## src/rtl/decode_pkg.sv

```systemverilog
// decode_pkg: shared decode packet, functional-unit and occupancy types, RV32I opcodes
package decode_pkg;
  typedef enum logic [1:0] {FU_ALU, FU_BR, FU_LSU, FU_MULDIV} fu_type_t;
  typedef enum logic [1:0] {EMPTY, ONE, TWO} occ_state_t;
  localparam logic [6:0] OPC_LUI    = 7'b0110111;
  localparam logic [6:0] OPC_AUIPC  = 7'b0010111;
  localparam logic [6:0] OPC_JAL    = 7'b1101111;
  localparam logic [6:0] OPC_JALR   = 7'b1100111;
  localparam logic [6:0] OPC_BRANCH = 7'b1100011;
  localparam logic [6:0] OPC_LOAD   = 7'b0000011;
  localparam logic [6:0] OPC_STORE  = 7'b0100011;
  localparam logic [6:0] OPC_OPIMM  = 7'b0010011;
  localparam logic [6:0] OPC_OP     = 7'b0110011;
  localparam logic [6:0] OPC_FENCE  = 7'b0001111;
  localparam logic [6:0] OPC_SYSTEM = 7'b1110011;
  typedef struct packed {
    logic [31:0] pc;
    logic [31:0] inst;
    logic [6:0]  opcode;
    logic [2:0]  funct3;
    logic [6:0]  funct7;
    logic [4:0]  rd;
    logic [4:0]  rs1;
    logic [4:0]  rs2;
    logic [31:0] imm;
    logic        rd_we;
    logic        use_rs1;
    logic        use_rs2;
    fu_type_t    fu_type;
    logic        illegal;
  } decode_pkt_t;
endpackage

```

## src/rtl/rv32_decoder.sv

```systemverilog
// rv32_decoder: combinational RV32I decode of one instruction into decode_pkt_t
// DECODE_RVM_EN: when defined, OP with funct7=0000001 decodes as MUL/DIV
module rv32_decoder
  import decode_pkg::*;
(
  input  logic [31:0] pc,
  input  logic [31:0] inst,
  output decode_pkt_t pkt
);
  logic [2:0] f3;
  logic [6:0] f7;
  logic [31:0] imm_i, imm_s, imm_b, imm_u, imm_j;
  logic legal, wr;
  assign f3 = inst[14:12];
  assign f7 = inst[31:25];
  assign imm_i = {{20{inst[31]}}, inst[31:20]};
  assign imm_s = {{20{inst[31]}}, inst[31:25], inst[11:7]};
  assign imm_b = {{19{inst[31]}}, inst[31], inst[7], inst[30:25], inst[11:8], 1'b0};
  assign imm_u = {inst[31:12], 12'h0};
  assign imm_j = {{11{inst[31]}}, inst[31], inst[19:12], inst[20], inst[30:21], 1'b0};
  always_comb begin
    pkt = '0;
    legal = 1'b1;
    wr = 1'b1;
    pkt.pc = pc;
    pkt.inst = inst;
    pkt.opcode = inst[6:0];
    pkt.funct3 = f3;
    pkt.funct7 = f7;
    pkt.rd = inst[11:7];
    pkt.rs1 = inst[19:15];
    pkt.rs2 = inst[24:20];
    pkt.fu_type = FU_ALU;
    case (inst[6:0])
      OPC_LUI, OPC_AUIPC: pkt.imm = imm_u;
      OPC_JAL: begin
        pkt.imm = imm_j;
        pkt.fu_type = FU_BR;
      end
      OPC_JALR: begin
        pkt.imm = imm_i;
        pkt.use_rs1 = 1'b1;
        pkt.fu_type = FU_BR;
        legal = f3 == 3'b000;
      end
      OPC_BRANCH: begin
        pkt.imm = imm_b;
        pkt.use_rs1 = 1'b1;
        pkt.use_rs2 = 1'b1;
        pkt.fu_type = FU_BR;
        wr = 1'b0;
        legal = f3[2:1] != 2'b01;
      end
      OPC_LOAD: begin
        pkt.imm = imm_i;
        pkt.use_rs1 = 1'b1;
        pkt.fu_type = FU_LSU;
        legal = f3[1:0] != 2'b11 && f3 != 3'b110;
      end
      OPC_STORE: begin
        pkt.imm = imm_s;
        pkt.use_rs1 = 1'b1;
        pkt.use_rs2 = 1'b1;
        pkt.fu_type = FU_LSU;
        wr = 1'b0;
        legal = f3 < 3'd3;
      end
      OPC_OPIMM: begin
        pkt.imm = imm_i;
        pkt.use_rs1 = 1'b1;
        legal = f3 == 3'b001 ? f7 == 7'h00 : f3 == 3'b101 ? (f7 == 7'h00 || f7 == 7'h20) : 1'b1;
      end
      OPC_OP: begin
        pkt.use_rs1 = 1'b1;
        pkt.use_rs2 = 1'b1;
`ifdef DECODE_RVM_EN
        pkt.fu_type = f7 == 7'h01 ? FU_MULDIV : FU_ALU;
        legal = f7 == 7'h00 || f7 == 7'h01 || (f7 == 7'h20 && (f3 == 3'b000 || f3 == 3'b101));
`else
        legal = f7 == 7'h00 || (f7 == 7'h20 && (f3 == 3'b000 || f3 == 3'b101));
`endif
      end
      OPC_FENCE: begin
        wr = 1'b0;
        legal = f3 == 3'b000;
      end
      OPC_SYSTEM: begin
        // only ECALL / EBREAK; CSR accesses are outside RV32I
        wr = 1'b0;
        legal = inst[31:21] == 11'h0 && inst[19:7] == 13'h0;
      end
      default: legal = 1'b0;
    endcase
    pkt.illegal = ~legal;
    pkt.rd_we = legal & wr & (inst[11:7] != 5'd0);
    if (!legal) pkt.fu_type = FU_ALU;
  end
endmodule

```

## src/rtl/decode_stage.sv

```systemverilog
// decode_stage: pops the fetch queue, decodes, and holds results in a 2-entry skid buffer
// DECODE_RVM_EN: forwarded to rv32_decoder to enable MUL/DIV decode
module decode_stage
  import decode_pkg::*;
#(
  parameter int IQ_WIDTH  = 64,
  parameter int OUT_DEPTH = 2
) (
  input  logic                clk,
  input  logic                rst_n,
  input  logic                iq_is_empty,
  input  logic [IQ_WIDTH-1:0] iq_rdata,
  output logic                iq_dequeue,
  input  logic                flush,
  output logic                dec_valid,
  input  logic                dec_ready,
  output decode_pkt_t         dec_pkt
);
  occ_state_t state_q, state_d;
  decode_pkt_t dec, slot0, slot1;
  logic push, pop, wr0, wr1;
  rv32_decoder u_dec (
    .pc  (iq_rdata[IQ_WIDTH-1 -: 32]),
    .inst(iq_rdata[31:0]),
    .pkt (dec)
  );
  // gated by rst_n so nothing is popped while reset is held
  assign iq_dequeue = rst_n & ~iq_is_empty & ~flush & (int'(state_q) < OUT_DEPTH);
  assign push = iq_dequeue;
  assign dec_valid = state_q != EMPTY;
  assign pop = dec_valid & dec_ready;
  assign dec_pkt = slot0;
  assign wr0 = (pop & (state_q == TWO | push)) | (push & state_q == EMPTY);
  assign wr1 = push & ~pop & state_q == ONE;
  always_comb begin
    state_d = flush ? EMPTY :
              push == pop ? state_q :
              push ? (state_q == EMPTY ? ONE : TWO) :
              (state_q == TWO ? ONE : EMPTY);
  end
  always_ff @(posedge clk or negedge rst_n) begin
    if (!rst_n) begin
      state_q <= EMPTY;
      slot0 <= '0;
      slot1 <= '0;
    end else begin
      state_q <= state_d;
      if (wr0) slot0 <= state_q == TWO ? slot1 : dec;
      if (wr1) slot1 <= dec;
    end
  end
endmodule

```

## config.mk

```make
export PLATFORM = sky130hd
export DESIGN_NAME = decode_stage
export DESIGN_NICKNAME = d
export VERILOG_FILES = /design/src/rtl/decode_pkg.sv /design/src/rtl/rv32_decoder.sv /design/src/rtl/decode_stage.sv
export SDC_FILE = /design/constraint.sdc
export NUM_CORES = 1
export LEC_CHECK = 0
export ABC_AREA = 1
export ABC_CLOCK_PERIOD_IN_PS = 2100
export BUFFER_PORTS_ARGS = -buffer_cell sky130_fd_sc_hd__buf_2
export CORE_MARGIN = 4
export CORE_UTILIZATION = 54
export CTS_CLUSTER_DIAMETER = 150
export DETAILED_ROUTE_END_ITERATION = 16
export GPL_TIMING_DRIVEN = 0
export PLACE_DENSITY_LB_ADDON = 0.25
export SLEW_MARGIN = 10
export SYNTH_ARGS = -nofsm -noshare
export SYNTH_HDL_FRONTEND = slang
export SYNTH_SLANG_ARGS = --single-unit
```

## constraint.sdc

```tcl
create_clock -name clk -period 2.1 [get_ports clk]
set_input_delay 0.315 -clock clk [delete_from_list [all_inputs] [get_ports clk]]
set_output_delay 0.315 -clock clk [all_outputs]
set_load 0.05 [all_outputs]
```

==> summary.md, run 1 <==
| Metric | Value |
|---|---|
| Peak supply drop | `slightly below 0.9 mV` |
| Syn avg cell area | `roughly 8 um2` |
| Status | `complete, no violations` |
| Synth Register Bits | `206` |
| Initial antenna violation count | `0` |
| WHS Endpoint | `slot1[120]$_DFFE_PN0P_` |
| Starting density of the core | `0.549` |
| Crit start category | `register` |
| Final Wtd Congestion | `0.907` |
| H-tree depth | `1` |
| Rows | `between 40 and 50` |
| First-pass GRT wire length | `between 40000 and 50000 um` |
| PortBufs | `202` |
| Hold Fails Final Rpt | `0` |
| Crit end category | `register` |
| Worst skew pair latency | `around 0.5 ns` |
| Area post-placement | `about 11000 um2` |
| Worst R2R End | `dec_pkt[4]$_DFFE_PN0P_` |
| Crit path top cell by count | `buf_6` |
| Register share of total power | `0.397` |
| Crit Path Category | `reg -> reg` |
| Start point of the worst hold path | `iq_rdata[50]` |
| Area delta synth->final | `23.2%` |
| Largest net degree at the start of global routing | `113` |
| Final nets | `around 1500` |
| Die width | `141 um` |
| Max frequency | `a little under 0.5 GHz` |
| Combinational share of power | `0.340` |
| Crit-path max cell delay | `roughly 0.43 ns` |
| Vias in the first global route | `between 8000 and 9000` |
| Psw | `5.75 mW` |
| Clock Skew | `0.0132 ns` |
| Total GRT Usage | `0.275` |
| Post-Synthesis Cells | `1161` |
| Syn_nets | `approximately 1200` |
| Via density | `5.39` |
| Layout cell share with drive strength beyond 1 | `0.248` |
| Crit-path cells | `nor2_4 -> or2_4 -> nand2_4 -> inv_4 -> buf_6 -> buf_6 -> o221ai_1 -> nand2_1` |
| Vias | `a little under 9000` |
| Slew @ Worst Pin | `~0.60 ns` |
| Initial DRC count | `around 840` |
| Mapped cell area | `9500 um2` |
| Power per cell area | `1230 nW/um2` |
| Cell with the largest stage delay on the worst path | `dfrtp_1` |
| Min Hold Slack | `between 0.02 and 0.025 ns` |
| Clock share of power | `0.263` |
| Hold path cells | `3` |
| CTS tree | `done` |
| Worst R2R Setup Slack | `0.07 ns` |
| Clock Path Buffers | `3` |
| Grt ovf | `0` |
| Final Setup Violations | `0` |
| Core area | `about 17000 um2` |
| WL per Instance | `17.0 um` |
| Fin crit share | `0.965` |
| DRT Wirelength | `27800 um` |
| MaxCap Viol Count | `0` |
| I/O pin cnt | `a little over 200` |
| Cts bufs inserted | `22` |
| FF-to-FF path depth | `8` |
| Die area | `just under 20000 um2` |
| CP Data Required Time | `2.53 ns` |
| Drt pass-1 iters | `5` |
| Static Leak | `6.08 nW` |
| Setup bufs post-CTS | `0` |
| # DRC | `0` |
| Rel. slew slack | `0.598` |
| Chip Height | `141 um` |
| Int Power | `approximately 8.6 mW` |
| Clock transition at the registers of the reported paths | `0.06 ns` |
| Yosys warns | `0` |
| Register area share after synthesis | `0.543` |
| Antenna diode count | `0` |
| Antenna Violating Nets Remaining | `0` |
| Critical R2R Launch | `state_q[0]$_DFFE_PN0P_` |
| Crit path time final | `2.03 ns` |
| Final instance area | `between 10000 and 15000 um2` |
| Max-slew violation count | `0` |
| Crit path arrival time | `about 2.5 ns` |
| CTS root buf | `clkbuf_16` |
| Hold Crit Class | `in -> reg` |
| Post-DP HPWL | `slightly below 20000 um` |
| RSZ-0062 raised after global routing | `yes` |
| CTS sink cnt | `between 200 and 250` |
| Sw Ratio | `0.400` |
| Largest fanout on the critical path | `10` |
| Yosys cell types | `34` |
## synthesized netlist by cell type, drive strengths merged
cell type  instances  area [um2]
a211oi             1        7.51
ha                 1        12.5
nor3               4        25.0
a21oi             51         289
clkinv             1        3.75
nor2             130         513
a31oi             75         469
o21ai             72         360
nand4              2        27.5
dfrtp            206        5150
nand2            426        1620
o211ai            10        75.1
clkbuf            38         143
or2                1        8.76
buf               63         424
o21a               5        37.5
nand3             18        95.1
inv               51         194
o22ai              5        31.3
o221ai             1        8.76
## power groups by stage
stage                     combinational [mW]  sequential, mW  clock, mW
final                                   4.88            5.71       3.78
after global routing                    5.23            5.84       3.98
after CTS                               4.89            5.70       3.81
after detailed placement                4.86            5.76          0
after global placement                  4.76            5.71          0
after floorplan                         2.08            7.26          0
## flip-flops by register name (all words and copies together), names as in the netlist
name	flops
dec_pkt	102
slot1	102
state_q	2
## cells in the final DEF (no fill, tap or decap), drive strengths merged
cell type,netlist,final
o211ai,10,10
clkbuf,38,76
nor2,130,130
buf,63,267
dlygate4sd3,0,3
nand3,18,18
nand4,2,2
nor3,4,4
dfrtp,206,206
o221ai,1,1
a31oi,75,75
clkinv,1,5
a21oi,51,51
or2,1,1
inv,51,51
ha,1,1
o21ai,72,72
o22ai,5,5
o21a,5,5
a211oi,1,1
nand2,426,426
## cell families (layout without fill, tap and decap cells)
| logic type | Yosys count | in the layout | synth area share |
|---|---|---|---|
| buffers and inverters | 153 | 402 | 0.0805 |
| and+or+nand+nor | 581 | 581 | 0.241 |
| adders and majority gates | 1 | 1 | 0.00132 |
| DFF | 206 | 206 | 0.543 |
| AOI/OAI and AO/OA | 220 | 220 | 0.135 |
## worst max path at each step
stage | from | to | slack (ns) | cells after the start
6_report | state_q[0]$_DFFE_PN0P_ | dec_pkt[4]$_DFFE_PN0P_ | 0.07 | 8
5_1_grt | state_q[1]$_DFFE_PN0P_ | slot1[84]$_DFFE_PN0P_ | -0.01 | 9
4_1_cts | state_q[1]$_DFFE_PN0P_ | slot1[90]$_DFFE_PN0P_ | 0.02 | 8
3_5_place_dp | rst_n | slot1[12]$_DFFE_PN0P_ | -0.59 | 10
3_3_place_gp | rst_n | slot1[12]$_DFFE_PN0P_ | -3.85 | 9
2_1_floorplan | state_q[1]$_DFFE_PN0P_ | slot1[27]$_DFFE_PN0P_ | 0.03 | 9
## worst max-delay path, delay by kind of cell (launching register included)
kind | cells | cell delay (ns)
and+or+nand+nor | 4 | 0.83
buffers and inverters | 3 | 0.49
DFF | 1 | 0.43
AOI/OAI and AO/OA | 1 | 0.18
## per-stage QoR
stage / power [mW] / std cells / setup TNS (ns) / util / worst slack, ns
global route: 15.0 / 1635 / -0.0437 / 0.677 / -0.0104
finish: 14.4 / 1635 / 0 / 0.677 / 0.0744
global placement: 10.5 / 1588 / -1323.32 / 0.625 / -3.85
CTS: 14.4 / 1630 / 0 / 0.670 / 0.0223
detailed placement: 10.6 / 1590 / -80.77 / 0.628 / -0.586
floorplan: 9.34 / 1161 / 0 / - / 0.0349
## routing by layer
layer,GRT usage,part of all wire
met1,0.391,0.42
met2,0.442,0.47
met3,0.0458,0.088
met4,0.0739,0.021
met5,0,0
## final cells by class
| type | instances | area, um2 |
|---|---|---|
| clock inverters | 4 | 20.0 |
| flip-flops and latches | 206 | 5150 |
| inverters | 52 | 199 |
| fillers | 1452 | 5590 |
| multi-input cells | 802 | 3590 |
| clock buffers | 36 | 684 |
| repair buffers | 209 | 1160 |
| plain buffers | 101 | 617 |
| well taps | 225 | 282 |
## timing repair
action,in CTS,in global routing
cloned,0,1
endpoints found under the hold margin,110,110
resized for setup,12,29
setup endpoints to repair,112,110
Note: power is estimated with default switching activity, not from simulation.
==> run 2: changes to the inputs <==
--- a/config.mk
+++ b/config.mk
@@ -8,7 +8,7 @@
 export ABC_AREA = 1
 export ABC_CLOCK_PERIOD_IN_PS = 2100
 export BUFFER_PORTS_ARGS = -buffer_cell sky130_fd_sc_hd__buf_2
-export CORE_MARGIN = 4
+export CORE_MARGIN = 2
 export CORE_UTILIZATION = 54
 export CTS_CLUSTER_DIAMETER = 150
 export DETAILED_ROUTE_END_ITERATION = 16
==> run 2 against run 1 <==
Sequential power hardly changed. Non-clock buffer count is 4 higher. Sequential share of layout area hardly changed. Critical endpoint is now dec_pkt[96]$_DFFE_PN0P_.
==> summary.md, run 2 (synthesis results as in run 1) <==
| Metric | Value |
|---|---|
| Largest fanout on the critical path | `10 (unchanged)` |
| MaxCap Viol Count | `0 (unchanged)` |
| Area post-placement | `10900 um2 (unchanged)` |
| Clock Skew | `0.0101 ns (was 0.0132 ns)` |
| Final Wtd Congestion | `0.912 (was 0.907)` |
| Most frequent cells in the layout | `nand2_1, buf_2, dfrtp_1 (unchanged)` |
| CTS root buf | `clkbuf_16 (unchanged)` |
| Via density | `5.38 (was 5.39)` |
| CTS sink cnt | `206 (unchanged)` |
| Starting density of the core | `0.551 (was 0.549)` |
| Post-DP HPWL | `19200 um (was 19500 um)` |
| Commonest non-fill, non-tap cell in the layout | `nand2_1 (unchanged)` |
| Crit path time final | `2.02 ns (was 2.03 ns)` |
| # DRC | `0 (unchanged)` |
| Crit Path Category | `reg -> reg (unchanged)` |
| CP Data Required Time | `2.51 ns (was 2.53 ns)` |
| WL per Instance | `16.8 um (was 17.0 um)` |
| Fin crit share | `0.960 (was 0.965)` |
| Dpl ws | `-0.770 ns (was -0.586 ns)` |
| Cts bufs inserted | `21 (was 22)` |
| Clock transition at the registers of the reported paths | `0.06 ns (about the same)` |
| Core area | `17200 um2 (was 17300 um2)` |
| Chip Height | `137 um (was 141 um)` |
| Status | `complete, no violations (unchanged)` |
| Die width | `137 um (was 141 um)` |
| Power per cell area | `1210 nW/um2 (was 1230 nW/um2)` |
| Static Leak | `6.09 nW (was 6.08 nW)` |
| Slew @ Worst Pin | `0.631 ns (was 0.603 ns)` |
| Crit-path cells | `inv_2 -> nor2_4 -> buf_12 -> clkinvlp_4 -> buf_2 -> clkbuf_1 -> nand2_1 -> a31oi_1 (was nor2_4 -> or2_4 -> nand2_4 -> inv_4 -> buf_6 -> buf_6 -> o221ai_1 -> nand2_1)` |
| I/O pin cnt | `205 (unchanged)` |
| Setup ws final | `0.0844 ns (was 0.0744 ns)` |
| Max frequency | `0.496 GHz (was 0.494 GHz)` |
| Area delta synth->final | `23.3% (was 23.2%)` |
| CP Buf/Inv Count | `5 (was 3)` |
| Total GRT Usage | `0.296 (was 0.275)` |
| Initial antenna violation count | `0 (unchanged)` |
| Largest net degree at the start of global routing | `88 (was 113)` |
| Initial DRC count | `728 (was 838)` |
| Antenna Violating Nets Remaining | `0 (unchanged)` |
| Final instance area | `11700 um2 (about the same)` |
| CTS tree | `done (unchanged)` |
| Power, Total | `14.1 mW (was 14.4 mW)` |
| Crit-path max cell delay | `0.50 ns (was 0.43 ns)` |
| Vias in the first global route | `8217 (was 8398)` |
| RSZ-0062 raised after global routing | `no (was yes)` |
| Final nets | `1467 (was 1464)` |
| Final Setup Violations | `0 (unchanged)` |
| Cell with the largest stage delay on the worst path | `clkbuf_1 (was dfrtp_1)` |
| Die area | `18700 um2 (was 19800 um2)` |
| Layout cell share with drive strength beyond 1 | `0.247 (was 0.248)` |
| Crit path arrival time | `2.42 ns (was 2.45 ns)` |
| Grt ovf | `0 (unchanged)` |
| Peak supply drop | `0.794 mV (was 0.864 mV)` |
| Antenna diode count | `0 (unchanged)` |
| H-tree depth | `1 (unchanged)` |
| Vias | `8791 (was 8806)` |
| Delay-heaviest family, CP | `buffers and inverters (was simple AND/OR/NAND/NOR gates)` |
| Crit end category | `register (unchanged)` |
| Fin util | `0.680 (was 0.677)` |
| Hold Fails Final Rpt | `0 (unchanged)` |
| Hold Crit Class | `in -> reg (unchanged)` |
| Crit start category | `register (unchanged)` |
| First-pass GRT wire length | `43100 um (was 44100 um)` |
| Rows | `48 (unchanged)` |
| Drt pass-1 iters | `5 (unchanged)` |
| Rel. slew slack | `0.580 (was 0.598)` |
| PortBufs | `202 (unchanged)` |
| Max-slew violation count | `0 (unchanged)` |
| Clock Path Buffers | `3 (unchanged)` |
| Worst skew pair latency | `0.49 ns (was 0.50 ns)` |
| DRT Wirelength | `27500 um (was 27800 um)` |
run 2: layout make-up:
type / instances / area [um2]
clock inverters: 4 / 20.0
flip-flops and latches: 206 / 5150
clock buffers: 32 / 617
inverters: 52 / 201
fillers: 1448 / 5520
well taps: 225 / 282
plain buffers: 101 / 601
repair buffers: 213 / 1250
multi-input cells: 802 / 3590
run 2: worst register-to-register path: stages, from the launching register on:
cell	delay, ns
dfrtp_1	0.39
inv_2	0.10
nor2_4	0.05
buf_12	0.14
clkinvlp_4	0.14
buf_2	0.25
clkbuf_1	0.50
nand2_1	0.17
a31oi_1	0.19
run 2: final timing paths:
path                                      endpoint  slack, ns  cells after the start                     from
hold reg to reg            dec_pkt[23]$_DFFE_PN0P_       0.48                      2  dec_pkt[23]$_DFFE_PN0P_
min in group asynchronous  dec_pkt[95]$_DFFE_PN0P_       0.52                      4                    rst_n
setup / recovery           dec_pkt[96]$_DFFE_PN0P_       0.08                      8   state_q[1]$_DFFE_PN0P_
setup reg to reg           dec_pkt[96]$_DFFE_PN0P_       0.08                      8   state_q[1]$_DFFE_PN0P_
max in group asynchronous    slot1[34]$_DFFE_PN0P_       1.09                      3                    rst_n
hold / removal              slot1[120]$_DFFE_PN0P_       0.03                      3             iq_rdata[50]
run 2: timing repair:
item                                    CTS  global route
setup buffers                             0             2
endpoints found under the setup margin  105           116
pin swaps                                 0             1
resized for setup                         9            22
endpoints found under the hold margin    50             0
gates cloned                              1             0
hold buffers                              6             0
run 2: per-stage QoR:
step / setup TNS [ns] / cells / hold WS [ns]
floorplan: 0 / 1161 / 0.0194
global placement: -1334.14 / 1588 / 0.460
detailed placement: -113.55 / 1590 / 0.257
CTS: 0 / 1633 / 0.0288
global route: 0 / 1635 / 0.0411
finish: 0 / 1635 / 0.0318
run 2: power breakdown:
group          internal, mW  switching (mW)
Sequential             5.07           0.634
Clock                  2.02            1.53
Combinational          1.35            3.54
Total                  8.44            5.71
run 2: per-layer routing:
layer | part of all wire | routed length, um | global-route usage | up-vias
met5 | 0 | 0 | 0 | -
met4 | 0.026 | 706 | 0.0949 | 0
li1 | - | - | - | 4190
met3 | 0.076 | 2090 | 0.0419 | 48
met1 | 0.43 | 11900 | 0.425 | 4164
met2 | 0.46 | 12800 | 0.467 | 389
